<file path="src/rtl/onehot_pkg.sv">
// Shared types and constants for the handshaked one-hot decoder.
// The state enum is also exported on the top-level debug port.
package onehot_pkg;

  typedef enum logic [1:0] {
    IDLE = 2'd0,
    HOLD = 2'd1,
    ROT  = 2'd2
  } state_e;

  // Default map of unused codes for the 3-bit select configuration.
  localparam logic [7:0] DEFAULT_UNUSED_MASK = 8'b0000_0010;

endpackage

</file>
<file path="src/rtl/onehot_next_sel.sv">
// Combinational search for the next unmasked one-hot position above cur_i.
// The search wraps from the top bit to bit 0; an all-zero cur_i yields the lowest unmasked position.
module onehot_next_sel #(
  parameter int OUT_W = 8,
  localparam int IDX_W = $clog2(OUT_W)
) (
  input  logic [OUT_W-1:0] cur_i,
  input  logic [OUT_W-1:0] mask_i,
  output logic [OUT_W-1:0] next_o
);

  logic [IDX_W-1:0] base;
  logic [IDX_W-1:0] idx;
  logic             found;

  always_comb begin
    base = '0;
    // Start one above the current bit; the top bit wraps to index 0 by truncation.
    for (int i = 0; i < OUT_W; i++) begin
      if (cur_i[i]) begin
        base = IDX_W'(i + 1);
      end
    end

    next_o = '0;
    found  = 1'b0;
    idx    = '0;
    for (int off = 0; off < OUT_W; off++) begin
      idx = base + IDX_W'(off);
      if (!found && !mask_i[idx]) begin
        next_o[idx] = 1'b1;
        found       = 1'b1;
      end
    end
  end

endmodule

</file>
<file path="src/rtl/onehot_dec_hs.sv">
// One-hot decoder with valid/ready handshake, a rotate mode that walks the unmasked
// positions, and a saturating counter of accepted unused codes.
module onehot_dec_hs
  import onehot_pkg::*;
#(
  parameter int                          SEL_W       = 3,
  localparam int                         OUT_W       = 2 ** SEL_W,
  parameter logic [(2 ** SEL_W)-1:0]     UNUSED_MASK = DEFAULT_UNUSED_MASK,
  parameter int                          ERRCNT_W    = 8
) (
  input  logic                clk,
  input  logic                rst,
  input  logic                mode,
  input  logic                in_valid,
  output logic                in_ready,
  input  logic [SEL_W-1:0]    sel,
  output logic                out_valid,
  input  logic                out_ready,
  output logic [OUT_W-1:0]    res,
  output logic                err,
  output logic [ERRCNT_W-1:0] err_cnt,
  output state_e              dbg_state
);

  // Handshake: a transfer on either side happens in a cycle where its valid and
  // ready are both high at the rising edge; valid never depends on ready here.

  if (&UNUSED_MASK) begin : g_bad_mask
    $error("onehot_dec_hs: UNUSED_MASK marks every code unused");
  end

  state_e               state_q, state_d;
  logic [OUT_W-1:0]     res_q, res_d;
  logic                 err_q, err_d;
  logic [ERRCNT_W-1:0]  err_cnt_q, err_cnt_d;

  logic [OUT_W-1:0]     cur_sel;
  logic [OUT_W-1:0]     next_hot;
  logic [OUT_W-1:0]     sel_hot;
  logic                 accept;
  logic                 sel_unused;

  assign in_ready   = !mode && ((state_q == IDLE) || ((state_q == HOLD) && out_ready));
  assign accept     = in_valid && in_ready;
  assign sel_unused = UNUSED_MASK[sel];
  assign sel_hot    = OUT_W'(1) << sel;

  // res_q keeps a stale value in IDLE, so hide it to restart rotation from the bottom.
  assign cur_sel = (state_q == IDLE) ? '0 : res_q;

  onehot_next_sel #(
    .OUT_W (OUT_W)
  ) u_next_sel (
    .cur_i  (cur_sel),
    .mask_i (UNUSED_MASK),
    .next_o (next_hot)
  );

  always_comb begin
    state_d = state_q;
    res_d   = res_q;
    err_d   = 1'b0;

    if (accept) begin
      if (sel_unused) begin
        err_d   = 1'b1;
        state_d = IDLE;
      end else begin
        res_d   = sel_hot;
        state_d = HOLD;
      end
    end else begin
      case (state_q)
        IDLE: begin
          if (mode) begin
            res_d   = next_hot;
            state_d = ROT;
          end
        end
        HOLD, ROT: begin
          if (out_ready) begin
            if (mode) begin
              res_d   = next_hot;
              state_d = ROT;
            end else begin
              state_d = IDLE;
            end
          end
        end
        default: state_d = IDLE;
      endcase
    end
  end

  always_comb begin
    err_cnt_d = err_cnt_q;
    if (err_d && (err_cnt_q != '1)) begin
      err_cnt_d = err_cnt_q + ERRCNT_W'(1);
    end
  end

  always_ff @(posedge clk) begin
    if (rst) begin
      state_q   <= IDLE;
      res_q     <= '0;
      err_q     <= 1'b0;
      err_cnt_q <= '0;
    end else begin
      state_q   <= state_d;
      res_q     <= res_d;
      err_q     <= err_d;
      err_cnt_q <= err_cnt_d;
    end
  end

  assign out_valid = (state_q != IDLE);
  assign res       = res_q;
  assign err       = err_q;
  assign err_cnt   = err_cnt_q;
  assign dbg_state = state_q;

endmodule

</file>
<file path="config.mk">
export PLATFORM = sky130hd
export DESIGN_NAME = onehot_dec_hs
export DESIGN_NICKNAME = d
export VERILOG_FILES = /design/src/rtl/onehot_pkg.sv /design/src/rtl/onehot_next_sel.sv /design/src/rtl/onehot_dec_hs.sv
export SDC_FILE = /design/constraint.sdc
export NUM_CORES = 1
export LEC_CHECK = 0
export BUFFER_PORTS_ARGS = -buffer_cell sky130_fd_sc_hd__buf_4
export CAP_MARGIN = 20
export CORE_MARGIN = 3
export CORE_UTILIZATION = 53
export CTS_CLUSTER_SIZE = 20
export DETAILED_ROUTE_END_ITERATION = 8
export GPL_TIMING_DRIVEN = 0
export HOLD_SLACK_MARGIN = 0.03
export PLACE_DENSITY_LB_ADDON = 0.08
export SYNTH_ARGS = -nofsm -noshare
export SYNTH_HDL_FRONTEND = slang
export SYNTH_HIERARCHICAL = 1
export SYNTH_SLANG_ARGS = --single-unit
</file>
<file path="constraint.sdc">
create_clock -name clk -period 4.5 [get_ports clk]
set_input_delay 0 -clock clk [delete_from_list [all_inputs] [get_ports clk]]
set_output_delay 0 -clock clk [all_outputs]
set_load 0.05 [all_outputs]
</file>
# [After elaboration in Yosys (flattened, before gate mapping)]
# Memory sizes are Yosys's and may differ from the RTL's.
# Cells that the tools add are included.
[word_totals] inputBits=8 memories=9 reg_bits=19 rom_bits=72 out_inout_bits=21
[op_classes] shifts=1 n_bitwise=7 n_reduce_logical=40 n_mux=62 magnitude_cmp=17 eq_ne=6 n_addsub=8
[mem_list] memory="(name not given)" words=8 word_bits=1 rd=1 rd_clocked_by_memory_dff=0 write_ports=0 line="onehot_next_sel.sv:30" rtl="if (!found && !mask_i[idx]) begin"
[mem_list] memory="(name not given)" words=8 word_bits=1 rd=1 rd_clocked_by_memory_dff=0 write_ports=0 line="onehot_next_sel.sv:30"
[mem_list] memory="(name not given)" words=8 word_bits=1 rd=1 rd_clocked_by_memory_dff=0 write_ports=0 line="onehot_next_sel.sv:30"
[mem_list] memory="(name not given)" words=8 word_bits=1 rd=1 rd_clocked_by_memory_dff=0 write_ports=0 line="onehot_next_sel.sv:30"
[mem_list] memory="(name not given)" words=8 word_bits=1 rd=1 rd_clocked_by_memory_dff=0 write_ports=0 line="onehot_next_sel.sv:30"
[mem_list] memory="(name not given)" words=8 word_bits=1 rd=1 rd_clocked_by_memory_dff=0 write_ports=0 line="onehot_next_sel.sv:30"
[mem_list] memory="+3 memories"
[op_table] op="8-bit 2-to-1 mux" count=13
[op_table] op="8-bit bitwise OR" count=7
[op_table] op="3-bit by 4-bit less-than comparator with 1-bit output, second input constant" count=9
[op_table] op="1-bit 2-to-1 mux" count=28
[op_table] op="1-bit demux with 3-bit select" count=8
[op_table] op="3-bit by 1-bit >= comparator with 1-bit output, second input constant" count=8
[op_table] op="3-bit 2-to-1 mux" count=7
[op_table] op="1-bit logical AND" count=19
[op_table] op="8-bit one-hot mux with 2 select lines" count=1
[op_table] op="1-bit zero test" count=14
[op_table] op="3-bit adder, second input constant" count=4
[op_table] op="8-bit by 1-bit adder with 8-bit output, second input constant" count=1
[op_table] op="2-bit 2-to-1 mux" count=4
[op_table] op="8-bit inequality test, second input constant" count=1
[op_table] op="1-bit by 3-bit left shift with 8-bit output, first input constant" count=1
[op_table] op="3-bit by 2-bit adder with 3-bit output, second input constant" count=2
[op_table] op="3-bit inequality test, second input constant" count=2
[op_table] op="2-bit one-hot mux with 2 select lines" count=1
[op_table] op="3-bit by 1-bit adder with 3-bit output, second input constant" count=1
[op_table] op="3-bit AND reduction" count=1
[op_table] op="3-bit nonzero test" count=1
[op_table] op="2-bit by 1-bit == test with 1-bit output, second input constant" count=1
[op_table] op="2-bit == test, second input constant" count=1
[op_table] op="2-bit zero test" count=1
[op_table] op="other kinds (5)" count=5

# [Longest topological paths before layout]
# Gate-level depths: netlist (run 1).
[logic_depth] depth_word=38 mapped_depth=21

# [Hierarchy]
# The synthesis (run 1) kept the hierarchy.
[by_module_without_submodules] mod="onehot_next_sel" cells_each=154 area_per_inst_um2=1238.7 seq_area_each_um2=0.0 instances=1
[by_module_without_submodules] mod="onehot_dec_hs" cells_each=131 area_per_inst_um2=1089.8 seq_area_each_um2=380.4 instances=1

# [Worst setup path after synthesis (run 1)]
# OpenSTA, ideal clock, no wires.
[synth_timing] path_type="reg-to-reg" from="reg state_q[0] (netlist: dbg_state[0])" to="reg res_q[2] (netlist: res[2])" synth_period_minus_slack_ns=4.706 arrival_time_ns=4.615 stages_incl_launch_ff=22 slack_ns=-0.206 required_ns=4.409 path_cell_list="dfxtp_1 > inv_1 > ha_1 > clkbuf_1 > nor2b_1 > nor2b_1 > o21ba_4 > nor2_4 > inv_1 > buf_6 > clkbuf_1 > ha_1 > xnor2_4 > mux4_2 > mux2i_1 > or4b_1 > buf_6 > nor4_4 > a221oi_1 > o21ai_1 > o21ai_0 > a311oi_1"
[synth_via] word_cells_on_any_way=130 cone_classes="add/sub (7); order compare (16); eq/ne (4); mux (52); bitwise (7); reduce/logical (36); memory (8)"
[synth_rtl] element="from (decl)" line="onehot_dec_hs.sv:32" rtl="state_e state_q, state_d;"
[synth_rtl] element="from (signal assigned)" line="onehot_dec_hs.sv:109" rtl="state_q <= state_d;"
[synth_rtl] element="2-bit zero test (*)" line="onehot_dec_hs.sv:49" rtl="assign cur_sel = (state_q == IDLE) ? '0 : res_q;"
[synth_rtl] element="8-bit 2-to-1 mux (*)" line="onehot_dec_hs.sv:49"
[synth_rtl] element="net cur_sel[4]" line="onehot_dec_hs.sv:37" rtl="logic [OUT_W-1:0] cur_sel;"
[synth_rtl] element="3-bit 2-to-1 mux (*) (4 in series)" line="onehot_next_sel.sv:20" rtl="if (cur_i[i]) begin"
[synth_rtl] element="branches (longest 23 deep; another with 3-bit by 4-bit less-than comparator with 1-bit output)"
[synth_rtl] element="8-bit 2-to-1 mux (*)" line="onehot_next_sel.sv:30"
[synth_rtl] element="net next_hot[2]" line="onehot_dec_hs.sv:38" rtl="logic [OUT_W-1:0] next_hot;"
[synth_rtl] element="8-bit 2-to-1 mux (*)" line="onehot_dec_hs.sv:75, onehot_dec_hs.sv:82"
[synth_rtl] element="8-bit 2-to-1 mux" line="onehot_dec_hs.sv:81" rtl="if (out_ready) begin"
[synth_rtl] element="8-bit one-hot mux with 2 select lines (*)" line="onehot_dec_hs.sv:73" rtl="case (state_q)"
[synth_rtl] element="8-bit 2-to-1 mux (*)" line="onehot_dec_hs.sv:64" rtl="if (accept) begin"
[synth_rtl] element="to (signal assigned)" line="onehot_dec_hs.sv:110" rtl="res_q <= res_d;"
[synth_rtl] element="to (decl)" line="onehot_dec_hs.sv:33" rtl="logic [OUT_W-1:0] res_q, res_d;"
# Mark *: on every way through the listed nets, which the timed path passes. The select of a mux whose other input is x is not followed.
# A chain may end at the register's enable or synchronous reset.

# [Worst setup path in the final report (run 1)]
[layout_timing] from="reg state_q[0] (netlist: dbg_state[0])" to="reg res_q[2] (netlist: res[2])"
[layout_via] word_cells_on_any_way=130 cone_classes="add/sub (7); order compare (16); eq/ne (4); mux (52); bitwise (7); reduce/logical (36); memory (8)"
[layout_rtl] element="2-bit zero test (*)" line="onehot_dec_hs.sv:49"
[layout_rtl] element="8-bit 2-to-1 mux (*)" line="onehot_dec_hs.sv:49"
[layout_rtl] element="net cur_sel[1]" line="onehot_dec_hs.sv:37"
[layout_rtl] element="3-bit 2-to-1 mux (*) (7 in series)" line="onehot_next_sel.sv:20"
[layout_rtl] element="branches (longest 23 deep; another with 3-bit by 4-bit less-than comparator with 1-bit output)"
[layout_rtl] element="8-bit 2-to-1 mux (*)" line="onehot_next_sel.sv:30"
[layout_rtl] element="net next_hot[2]" line="onehot_dec_hs.sv:38"
[layout_rtl] element="8-bit 2-to-1 mux (*)" line="onehot_dec_hs.sv:75, onehot_dec_hs.sv:82"
[layout_rtl] element="8-bit 2-to-1 mux" line="onehot_dec_hs.sv:81"
[layout_rtl] element="8-bit one-hot mux with 2 select lines (*)" line="onehot_dec_hs.sv:73"
[layout_rtl] element="8-bit 2-to-1 mux (*)" line="onehot_dec_hs.sv:64"
# Marked as above.

==> results.cfg, run 1 <==
[worst_hold_path]
min_from = sel[2]
worstHoldPathType = in2reg

[global_routing]
grt_max_degree = 12
gr-total-overflow = 0
grt_antenna_before_repair = 0
grt_pass1_vias = 2193
grt_pass1_wl_um = 10500
grtUsageTotal = 0.244

[sta]
fmax_ghz = 0.234
relSlewSlack = 0.523
tns_ps = 0
finalCriticalPeriod_ps = 4270
finalMaxSlewViolations = 0
finalSetupViolCount = 0
rsz0062_at_grt = no
tightest_slew_ps = 713
clock_skew_ps = 1.83
whs_ps = 48.9
hold_violations = 0
fin_crit_sh = 0.950

[routing]
vias = 2472
wl_per_cell_um = 16.0
drtAntennaViolNets = 0
drt_first_pass_iters = 6
wirelength_um = 6310
drtIter0Drc = 252
via_per_inst = 6.29
drc_errors = 0

[pwr]
ir_drop_v = 0.000246
p_per_area_nw_per_um2 = 420
power.leakage_nw = 1.12

[cells_and_area]
final_util = 0.698
layout-drive-gt1-share = 0.251
antenna_cells = 0
area_growth_pct = 23.4
final_nets = 362

[setup_path]
cp.required_ps = 4670
crit_start = dbg_state[0]
crit_path_start_kind = register
regToRegSetupSlack_ps = 230
arrival_ps = 4450
r2r_cells = 21
cp-end-kind = register
cp_max_fo = 10
crit_end = res[2]
worst-setup-path-type = reg2reg
r2r_end = res[2]
r2r_start = dbg_state[0]

[cts]
clk_pin_slew_ps = 70
cts_sinks = 19
cts_root_buf = clkbuf_8
clk_latency_ps = 260
cts_tree = yes
h-tree-depth = 1
clockBufferDepth = 2
cts-buffers-inserted = 3

[synthesis]
async_flop_share = 0
synth_cell_types = 71
postSynthAreaPerCell_um2 = 8.17
synth_ff_type = dfxtp_1
ys_seq_area_frac = 0.163
synth_edf_count = 0
yosys_warnings = 6
synthCells = 285
netlist_area_um2 = 2330
synth_seq_cells = 19

[floorplanning]
rows = 23
die_h_um = 72.3
initial_utilization = 0.566
ios = 29
dieWidth_um = 72.3
dieArea_um2 = 5220
core_area_um2 = 4120

[place]
hpwlAfterDp_um = 4750
gp_congestion = 0.914
io_buffers = 25

[job]
drv_cap = 0

[status]
status = completed
[cells in the mapped netlist (all sizes together), types with 4 or more instances]
| cell type | n | share of area |
|---|---|---|
| mux2i | 9 | 0.039 |
| nor3 | 10 | 0.024 |
| dfxtp | 19 | 0.16 |
| clkbuf | 10 | 0.016 |
| and2 | 5 | 0.013 |
| nor2 | 24 | 0.042 |
| a311oi | 6 | 0.023 |
| o21ai | 13 | 0.028 |
| or4 | 5 | 0.016 |
| nor2b | 9 | 0.024 |
| nand2b | 6 | 0.016 |
| ha | 10 | 0.054 |
| buf | 9 | 0.035 |
| a21oi | 12 | 0.026 |
| nand3 | 16 | 0.034 |
| mux4 | 7 | 0.068 |
| a211oi | 4 | 0.013 |
| nor4 | 6 | 0.032 |
| nand2 | 19 | 0.031 |
| xnor2 | 4 | 0.031 |
| o31ai | 5 | 0.016 |
| inv | 12 | 0.020 |
| a31oi | 4 | 0.011 |
[worst min path at each step]
stage / endpoint / slack [ps] / cells after the start
after floorplan: in_ready / 180 / 1
after global placement: err_cnt[1] / 280 / 3
after detailed placement: err_cnt[1] / 310 / 3
after CTS: res[7] / 40 / 3
after global routing: res[7] / 70 / 3
final: res[7] / 50 / 3
[critical path, cell delays in order (launching register included)]
cell and delay [ps]:
dfxtp_4 380, inv_1 70, ha_4 190, clkbuf_4 180
nor2_4 110, nor2b_2 60, o21a_4 220, nor2_4 110
inv_1 70, buf_6 150, buf_4 180, ha_4 210
xnor2_4 190, mux4_2 230, mux2i_2 100, or4b_1 540
buf_6 170, nor4_4 400, a221oi_2 100, o21ai_1 100
o21ai_0 130, a311oi_1 290
[metal layers]
metal,global-route usage,vias up,part of all wire
met5,0,-,0
met4,0.0772,0,0.011
met3,0.0360,13,0.076
met2,0.378,129,0.47
met1,0.347,1133,0.44
li1,-,1197,-
[area by class of cell]
type,instances,area (µm²)
tap,50,62.6
inverter,12,51.3
sequential,19,385
buffer,17,123
clock buffer,4,45.0
multi-input combinational,260,1970
fill,352,1240
timing repair buffer,31,235
[cells by family (layout without fill, tap and decap cells)]
kind of cell,after synthesis,after routing,synth area share
compound gates,82,82,0.262
xor+xnor,4,4,0.0312
fa+ha+maj,10,10,0.0537
buf+inv,31,64,0.0715
flops,19,19,0.163
mux,16,16,0.106
other cells,2,27,0.00323
simple gates,121,121,0.308
[placed cells by master, fill, tap and decap left out, types with 8 or more instances in the layout]
cell,Yosys,layout
a21oi_1,12,12
buf_4,2,32
conb_1,2,27
dfxtp_1,19,17
inv_1,11,9
mux2i_1,9,8
nand2_1,19,19
nand3_1,16,16
nor2_1,23,22
nor3_1,9,8
[power by group]
part | internal [mW] | switching (mW)
Combinational | 0.363 | 0.525
Clock | 0.0631 | 0.0581
Sequential | 0.184 | 0.0141
Total | 0.609 | 0.597
[what timing repair did]
action / in CTS / in global routing
gates cloned: 0 / 0
hold buffers: 1 / 0
resized for setup: 7 / 28
setup endpoints to repair: 8 / 8
hold endpoints to repair: 1 / 0
buffers inserted: 0 / 5
pin swaps: 0 / 6
[per-stage QoR]
step	cell area, µm²	cells	power [mW]	setup slack (ps)
floorplan	2430	310	0.827	69.4
global placement	2680	385	0.975	-323
detailed placement	2680	385	0.983	-414
CTS	2750	389	1.12	22.0
global route	2870	393	1.28	2.64
finish	2870	393	1.21	225
[registers in the layout, indices dropped and copies added, names as in the netlist]
| register | count |
|---|---|
| err | 1 |
| err_cnt | 8 |
| res | 8 |
| dbg_state | 2 |
(Power assumes the default switching activity.)
==> inputs of run 2 (changes only) <==
--- a/config.mk
+++ b/config.mk
@@ -13,7 +13,7 @@
 export DETAILED_ROUTE_END_ITERATION = 8
 export GPL_TIMING_DRIVEN = 0
 export HOLD_SLACK_MARGIN = 0.03
-export PLACE_DENSITY_LB_ADDON = 0.08
+export PLACE_DENSITY = 0.77
 export SYNTH_ARGS = -nofsm -noshare
 export SYNTH_HDL_FRONTEND = slang
 export SYNTH_HIERARCHICAL = 1
==> run 2 against run 1 <==
Clock power hardly changed. Maximum frequency is 0.75% lower. Worst hold slack better by 11 ps. Critical path depth is 1 lower. Largest cell class unchanged. Count of clock-buffer cells in the layout stayed put.
==> results.cfg, run 2 (synthesized netlist as in run 1, its figures left out) <==
[place]
hpwlAfterDp_um = 4600
place_area_um2 = 2680
io_buffers = 25
gp_congestion = 0.892

[status]
status = completed

[cts]
cts-buffers-inserted = 3
cts_sinks = 19
h-tree-depth = 1
clk_pin_slew_ps = 70
clockBufferDepth = 2
clk_latency_ps = 260
cts_root_buf = clkbuf_8
cts_tree = yes

[pwr]
p_comb_frac = 0.731
p_int_uw = 605
p_sw_frac = 0.491
p_sw_uw = 584
seqPwrFrac = 0.167
p_per_area_nw_per_um2 = 418
ir_drop_v = 0.000270
power.leakage_nw = 1.11
pwr-share-clk = 0.102

[routing]
drt_first_pass_iters = 4
wl_met2_um = 3030
top_layer_used = met4
drc_errors = 0
wl_per_cell_um = 15.8
drtIter0Drc = 209
wirelength_um = 6190
drtAntennaViolNets = 0
via_per_inst = 6.15
wl_met3_um = 326
vias = 2406
met1_length_um = 2740

[setup_path]
cp.required_ps = 4670
crit_path_start_kind = register
r2r_end = res[2]
worst-setup-path-type = reg2reg
cp_max_fo = 10
critPathSlowestCell = or4b_1
crit_end = res[2]
regToRegSetupSlack_ps = 190
crit_start = dbg_state[1]
arrival_ps = 4480
cp-end-kind = register
r2r_start = dbg_state[1]
r2r_cells = 20
worstPathCellList = inv_1 > ha_4 > clkbuf_4 > nor2b_2 > o21a_4 > nor2_4 > inv_1 > buf_6 > clkbuf_4 > ha_4 > xnor2_4 > mux4_2 > mux2i_2 > or4b_1 > buf_6 > nor4_4 > a221oi_1 > o21ai_1 > o21ai_0 > a311oi_1
slowest_delay_ps = 570

[sta]
fmax_ghz = 0.232
finalCriticalPeriod_ps = 4310
whs_ps = 59.5
fin_crit_sh = 0.957
finalMaxSlewViolations = 0
tns_ps = 0
hold_violations = 0
tightest_slew_ps = 785
finalSetupViolCount = 0
clock_skew_ps = 3.30
relSlewSlack = 0.476

[floorplanning]
initial_utilization = 0.566
dieArea_um2 = 5220
dieWidth_um = 72.3
rows = 23
ios = 29
core_area_um2 = 4120
die_h_um = 72.3

[cells_and_area]
final_nets = 360
layout-drive-gt1-share = 0.240
antenna_cells = 0
final_common_cell = buf_4
area_growth_pct = 22.1
final_cell_mix = buf_4, conb_1, nor2_1, nand2_1, dfxtp_1
post-route-cell-area_um2 = 2840

[job]
drv_cap = 0

[global_routing]
grt_pass1_wl_um = 10200
grt_max_degree = 12
grt_pass1_vias = 2199
grtUsageTotal = 0.238
gr-total-overflow = 0
grt_antenna_before_repair = 0

[worst_hold_path]
worstHoldPathType = in2reg
run 2: timing repair:
| item | 4_1_cts | 5_1_grt |
|---|---|---|
| gates cloned | 0 | 0 |
| setup buffers | 0 | 3 |
| endpoints found under the hold margin | 1 | 0 |
| gates resized for setup | 6 | 22 |
| setup endpoints to repair | 8 | 8 |
| hold buffers | 1 | 0 |
| pin swaps | 0 | 3 |
run 2: how the worst min path moves through the flow:
stage               startpoint          to  slack (ps)  cells past startpoint
CTS                     sel[2]      res[7]          50                      3
floorplan                 mode    in_ready         180                      1
global route            sel[2]      res[7]          70                      3
global placement           rst  err_cnt[1]         290                      3
detailed placement         rst  err_cnt[1]         300                      3
finish                  sel[2]      res[7]          60                      3
run 2: area by class of cell:
type,count,area (µm²)
multi-input cells,260,1970
fillers,347,1270
flip-flops and latches,19,383
repair buffers,29,220
plain buffers,17,119
well taps,50,62.6
inverters,12,47.5
clock buffers,4,45.0
run 2: power groups by stage:
stage          Clock (mW)  Sequential (mW)  Combinational, mW
2_1_floorplan           0            0.249              0.578
5_1_grt             0.128            0.200              0.930
3_3_place_gp            0            0.202              0.768
4_1_cts             0.122            0.198              0.791
3_5_place_dp            0            0.202              0.777
6_report            0.121            0.198              0.869
run 2: stage by stage:
step,power (mW),instances,worst slack [ps],util
after floorplan,0.827,310,69.4,-
after global placement,0.970,385,-297,0.651
after detailed placement,0.978,385,-400,0.651
after CTS,1.11,389,28.7,0.669
after global routing,1.26,391,-10.2,0.691
final,1.19,391,193,0.691
run 2: per-layer routing:
metal / vias up / GRT usage
li1: 1188 / -
met5: - / 0
met2: 83 / 0.395
met4: 0 / 0.0981
met3: 11 / 0.0180
met1: 1124 / 0.319
run 2: worst max-delay path: cells and delay by family, from the launching register on:
family | cells | cell delay (ps)
AOI/OAI and AO/OA | 5 | 830
buffers and inverters | 6 | 900
and+or+nand+nor | 4 | 1120
muxes | 2 | 350
xor gates and xnor gates | 1 | 220
DFF | 1 | 330
adders and majority gates | 2 | 430
